[config.mk]
export PLATFORM = sky130hd
export DESIGN_NAME = centroid_calc
export DESIGN_NICKNAME = d
export VERILOG_FILES = /design/src/rtl/centroid_calc.sv
export SDC_FILE = /design/constraint.sdc
export NUM_CORES = 1
export LEC_CHECK = 0
export ABC_AREA = 1
export BUFFER_PORTS_ARGS = -buffer_cell sky130_fd_sc_hd__buf_2
export CAP_MARGIN = 20
export CORE_MARGIN = 2
export CORE_UTILIZATION = 57
export DETAILED_ROUTE_END_ITERATION = 7
export PLACE_DENSITY = 0.74
export SYNTH_ARGS = -nofsm -noshare
export SYNTH_HDL_FRONTEND = slang
export SYNTH_SLANG_ARGS = --single-unit
export TNS_END_PERCENT = 50
[constraint.sdc]
create_clock -name clk -period 16.1 [get_ports clk]
set_clock_uncertainty 0.05 [all_clocks]
set_input_delay 2.415 -clock clk [delete_from_list [all_inputs] [get_ports clk]]
set_output_delay 2.415 -clock clk [all_outputs]
set_load 0.01 [all_outputs]
[src/rtl/centroid_calc.sv]
`default_nettype none
// ============================================================================
//  Module      : centroid_calc
//  Description : Computes the centroid of a binary segmentation mask once per
//                video frame. Coordinate sums and the pixel count of mask
//                pixels are accumulated during the active frame. At the rising
//                edge of vsync they are snapshotted into two parallel radix-2
//                restoring dividers, and the floor quotients are published
//                33 clock edges later.
//  Ports       : clk            - pixel clock, rising edge
//                rst            - asynchronous active-high reset
//                de             - data enable, one active pixel per cycle
//                hsync          - horizontal sync, timing alignment only
//                vsync          - vertical sync, high between frames
//                mask           - 1 = pixel belongs to the object
//                x_center       - floor(sum_x / count)
//                y_center       - floor(sum_y / count)
//                centroid_valid - one-cycle pulse when results update
//                detected       - last completed frame had count > 0
//  Revision    : 1.0 - initial release
// ============================================================================
module centroid_calc #(
    parameter int IMG_H = 720,
    parameter int IMG_W = 1280
) (
    input  logic        clk,
    input  logic        rst,
    input  logic        de,
    input  logic        hsync,
    input  logic        vsync,
    input  logic        mask,
    output logic [31:0] x_center,
    output logic [31:0] y_center,
    output logic        centroid_valid,
    output logic        detected
);

    localparam logic [10:0] c_X_LAST = 11'(IMG_W - 1);
    localparam logic [9:0]  c_Y_LAST = 10'(IMG_H - 1);

    typedef enum logic [1:0] {
        S_IDLE = 2'd0,
        S_DIV  = 2'd1,
        S_DONE = 2'd2
    } state_t;

    state_t      r_state;
    state_t      w_state_nxt;

    logic        r_vsync_d;
    logic [10:0] r_x_pos;
    logic [9:0]  r_y_pos;
    logic [31:0] r_sum_x;
    logic [31:0] r_sum_y;
    logic [31:0] r_count;

    logic [31:0] r_dvd_x;
    logic [31:0] r_dvd_y;
    logic [31:0] r_dvs;
    logic [31:0] r_rem_x;
    logic [31:0] r_rem_y;
    logic [31:0] r_q_x;
    logic [31:0] r_q_y;
    logic [4:0]  r_bit;

    logic        w_frame_end;
    logic        w_pix_hit;
    logic [32:0] w_step_x;
    logic [32:0] w_step_y;
    logic        w_unused_hsync;

    assign w_unused_hsync = hsync;

    assign w_frame_end = vsync & ~r_vsync_d;
    assign w_pix_hit   = de & mask & ~vsync;

    // One restoring-division step: returns {quotient_bit, next_remainder}.
    // The remainder is always below the divisor, so the shifted trial value
    // fits 33 bits and the result fits back into 32. A zero divisor yields
    // an all-ones quotient with defined values; that quotient is discarded.
    function automatic logic [32:0] f_div_step(
        input logic [31:0] rem,
        input logic        dbit,
        input logic [31:0] dvs
    );
        logic [32:0] trial;
        logic [32:0] diff;
        trial = {rem, dbit};
        diff  = trial - {1'b0, dvs};
        if (trial >= {1'b0, dvs}) begin
            f_div_step = {1'b1, diff[31:0]};
        end else begin
            f_div_step = {1'b0, trial[31:0]};
        end
    endfunction

    assign w_step_x = f_div_step(r_rem_x, r_dvd_x[r_bit], r_dvs);
    assign w_step_y = f_div_step(r_rem_y, r_dvd_y[r_bit], r_dvs);

    // ------------------------------------------------------------------
    // FSM
    // ------------------------------------------------------------------
    always_ff @(posedge clk or posedge rst) begin
        if (rst) begin
            r_state <= S_IDLE;
        end else begin
            r_state <= w_state_nxt;
        end
    end

    always_comb begin
        w_state_nxt = r_state;
        case (r_state)
            S_IDLE:  if (w_frame_end) w_state_nxt = S_DIV;
            S_DIV:   if (r_bit == 5'd0) w_state_nxt = S_DONE;
            S_DONE:  w_state_nxt = S_IDLE;
            default: w_state_nxt = S_IDLE;
        endcase
    end

    // ------------------------------------------------------------------
    // Pixel position and accumulation
    // ------------------------------------------------------------------
    always_ff @(posedge clk or posedge rst) begin
        if (rst) begin
            r_vsync_d <= 1'b0;
            r_x_pos   <= '0;
            r_y_pos   <= '0;
            r_sum_x   <= '0;
            r_sum_y   <= '0;
            r_count   <= '0;
        end else begin
            r_vsync_d <= vsync;

            if (vsync) begin
                r_x_pos <= '0;
                r_y_pos <= '0;
            end else if (de) begin
                if (r_x_pos == c_X_LAST) begin
                    r_x_pos <= '0;
                    r_y_pos <= (r_y_pos == c_Y_LAST) ? 10'd0 : r_y_pos + 10'd1;
                end else begin
                    r_x_pos <= r_x_pos + 11'd1;
                end
            end

            // Accumulators clear at every frame end, whether or not the
            // divider was free to take the snapshot.
            if (w_frame_end) begin
                r_sum_x <= '0;
                r_sum_y <= '0;
                r_count <= '0;
            end else if (w_pix_hit) begin
                r_sum_x <= r_sum_x + {21'd0, r_x_pos};
                r_sum_y <= r_sum_y + {22'd0, r_y_pos};
                r_count <= r_count + 32'd1;
            end
        end
    end

    // ------------------------------------------------------------------
    // Dividers and result registers
    // ------------------------------------------------------------------
    always_ff @(posedge clk or posedge rst) begin
        if (rst) begin
            r_dvd_x        <= '0;
            r_dvd_y        <= '0;
            r_dvs          <= '0;
            r_rem_x        <= '0;
            r_rem_y        <= '0;
            r_q_x          <= '0;
            r_q_y          <= '0;
            r_bit          <= '0;
            x_center       <= '0;
            y_center       <= '0;
            centroid_valid <= 1'b0;
            detected       <= 1'b0;
        end else begin
            centroid_valid <= 1'b0;
            case (r_state)
                S_IDLE: begin
                    if (w_frame_end) begin
                        r_dvd_x <= r_sum_x;
                        r_dvd_y <= r_sum_y;
                        r_dvs   <= r_count;
                        r_rem_x <= '0;
                        r_rem_y <= '0;
                        r_q_x   <= '0;
                        r_q_y   <= '0;
                        r_bit   <= 5'd31;
                    end
                end
                S_DIV: begin
                    // Quotient bits arrive MSB first and shift in from the LSB.
                    r_rem_x <= w_step_x[31:0];
                    r_rem_y <= w_step_y[31:0];
                    r_q_x   <= {r_q_x[30:0], w_step_x[32]};
                    r_q_y   <= {r_q_y[30:0], w_step_y[32]};
                    r_bit   <= r_bit - 5'd1;
                end
                S_DONE: begin
                    centroid_valid <= 1'b1;
                    if (r_dvs != 32'd0) begin
                        x_center <= r_q_x;
                        y_center <= r_q_y;
                        detected <= 1'b1;
                    end else begin
                        detected <= 1'b0;
                    end
                end
                default: ;
            endcase
        end
    end

endmodule
`default_nettype wire

==> impl_metrics.csv <==
group,metric,value,unit
global_routing,grt_pass1_wl,114000,um
power_and_ir_drop,switching_share,47.0,%
clock_tree,clkTransAtPathRegs,60,ps
detailed_routing,via_per_inst,5.54,
power_and_ir_drop,p_per_area,198,nW/um^2
logic_synthesis,synthTopCellsByArea,"dfrtp_1 41%, nand2_1 17%, inv_1 7.7%",
floorplan,core,43900,sq um
placed_design,place_congestion,0.974,
power_and_ir_drop,combPwrFrac,53.2,%
setup_path,ff2ff_path_depth,21,
setup_path,crit_start,"vsync",
floorplan,rows,77,
floorplan,die_w,214,um
detailed_routing,wire_per_inst,16.5,um
clock_tree,clkLatencyLatePin,600,ps
setup_path,cp_data_arrival_time,5690,ps
hold_path,worstHoldPathType,"register to register",
detailed_routing,drtPass1Iterations,5,
finish,layout_commonest_cell,"nand2_1",
power_and_ir_drop,p_sw,0.00254,W
sta,setup_slack,10770,ps
sta,hold_violations,0,
setup_path,critPathLaunchType,"primary input",
power_and_ir_drop,clkPwrFrac,19.2,%
hold_path,worstHoldStart,"x_center[11]",
logic_synthesis,synth_seq_area_share,41.1,%
logic_synthesis,netlist_area,25200,sq um
setup_path,crit_fanout,77,
power_and_ir_drop,p_total,0.00542,W
logic_synthesis,yosys_warnings,0,
floorplan,start_util,57.5,%
clock_tree,cts_buffers,46,
sta,post-route-period-util,33.1,%
finish,nFillCells,4057,
job,max_cap_viol_count,0,
setup_path,timing.rr.start,"r_bit[2]",
logic_synthesis,synth_seq_cells,415,
sta,setup_violations,0,
setup_path,required,16460,ps
global_routing,antenna_found_initial,0,
power_and_ir_drop,pwr-share-seq,27.6,%
sta,final.min_clock_period,5330,ps
floorplan,pin_count,72,
clock_tree,cts_resized,0,
outcome,status,"finished, final reports clean",
clock_tree,post_cts_buffers,0,
global_routing,grt_max_degree,135,
detailed_routing,drt_first_iter_violations,1957,
power_and_ir_drop,p_int,0.00287,W
setup_path,critPathKind,"primary input to register",
clock_tree,clock-sinks,415,
floorplan,die_h,214,um
logic_synthesis,avgSynthCellArea,7.09,sq um
setup_path,end_kind,"register",
global_routing,overflow,0,
logic_synthesis,synth_edf_count,0,
sta,finalMaxSlewViolations,0,
placed_design,post-dp-hpwl,49400,um
global_routing,grt.total_usage,30.3,%
clock_tree,cts_max_level,2,
floorplan,dieArea,46000,sq um
sta,setup_tns,0,ps
placed_design,pre_cts_ws,10240,ps
finish,layout_common_cells,"1,161 x nand2_1, 519 x inv_1, 415 x dfrtp_1, 317 x nand3_1, 233 x nor2_1",
clock_tree,cts_tree,"built",
logic_synthesis,netlist.area_leader.share,41.1,%
finish,nets,3679,
sta,max_freq,188,MHz
logic_synthesis,yosysTopAreaCell,"dfrtp_1",
logic_synthesis,synthCells,3561,
logic_synthesis,synth_nets,3663,
global_routing,grt_pass1_vias,22700,
clock_tree,cts-root-buf,"clkbuf_16",
placed_design,portBuffers,70,
logic_synthesis,async_reset_ff_share,100,%
power_and_ir_drop,leakage,14.4,nW
detailed_routing,ant_nets,0,
sta,tightest_slew,990,ps
finish,drive_above_1_share,6.64,%
power_and_ir_drop,vdd_ir_drop_max,0.101,mV
sta,slew_headroom,34.0,%
finish,seq_area,10400,sq um
detailed_routing,drc,0,
finish,multi_input_area,12300,sq um
hold_path,hold_depth,2,
sta,rsz0062_at_grt,"false",
finish,diodes,0,
clock_tree,clock_path_buffers,3,
clock_tree,cts_hold_buffers,0,
detailed_routing,wl,69400,um
detailed_routing,vias,23300,
logic_synthesis,netlist-cell-type-count,61,
finish,syn_to_final_growth,8.48,%
logic_synthesis,synth-main-ff-cell,"dfrtp_1",
registers in the layout, indices dropped and copies added, names as in the netlist:
signal,flops
r_count,32
r_dvd_x,32
r_dvd_y,32
r_dvs,32
r_q_x,32
r_q_y,32
r_rem_x,32
r_rem_y,32
r_sum_x,32
r_sum_y,32
x_center,32
y_center,32
r_x_pos,11
r_y_pos,10
r_bit,5
r_state,2
centroid_valid,1
detected,1
r_vsync_d,1
per-layer routing:
layer / global-route usage [%] / routed length, um
met3: 3.23 / 3300
met1: 38.3 / 29700
met4: 14.2 / 3100
met2: 52.4 / 33300
met5: 0 / 0
power groups by stage:
stage | combinational [W] | clock, W | sequential (W)
finish | 0.00288 | 0.00104 | 0.00149
detailed placement | 0.00285 | 0 | 0.00150
floorplan | 0.00220 | 0 | 0.00147
global route | 0.00327 | 0.00110 | 0.00152
global placement | 0.00279 | 0 | 0.00149
CTS | 0.00287 | 0.00106 | 0.00149
critical path, stage by stage:
cell,delay [ps]
buf_2,170
inv_2,90
nor2_4,590
inv_2,110
nor3_4,130
buf_4,580
clkinv_2,510
nand2_2,180
buf_4,620
o22ai_1,170
worst paths after layout:
check / endpoint / slack, ps
max: r_q_x[7] / 10770
min: x_center[11] / 410
max reg2reg: r_rem_y[28] / 11930
min reg2reg: x_center[11] / 410
max in group asynchronous: r_rem_y[27] / 11640
min in group asynchronous: y_center[12] / 1950
logic make-up after synthesis:
kind of cell,count (synthesis),share of synthesized area (%)
AOI/OAI and AO/OA,428,9.23
muxes,2,0.0842
buffers and inverters,653,10.4
adders and majority gates,96,4.88
xor gates and xnor gates,39,1.35
and+or+nand+nor,1928,33.0
DFF,415,41.1
synthesized netlist by cell type, drive strengths merged (3+ instances only):
library cell and instances:
o22ai 70, nor4 15, nand2 1179, o31ai 8
inv 530, nand4 66, nor3b 3, o211ai 3
or2 5, nor3 41, nand3b 34, dfrtp 415
and2 3, o21bai 5, and3 4, nand3 324
a21oi 100, o21ai 225, fa 4, nor2 254
clkbuf 53, ha 92, xnor2 26, o21a 4
buf 69, xor2 13
cell type report:
class | count | area share [%]
Clock buffer | 62 | 4.60
Clock inverter | 21 | 0.831
Inverter | 531 | 7.31
Multi-Input combinational cell | 2493 | 44.8
Sequential cell | 415 | 37.9
Tap cell | 592 | 2.70
Timing Repair Buffer | 90 | 1.87
through the flow:
step	util, %	instances	cell area (sq um)	hold WS [ps]
final	62.3	4204	27400	415
after global routing	62.3	4204	27400	440
after CTS	62.3	4204	27400	418
after detailed placement	59.0	4121	25900	403
after global placement	58.9	4120	25900	398
after floorplan	-	3561	25200	387
Note: power is estimated with default switching activity, not from simulation.
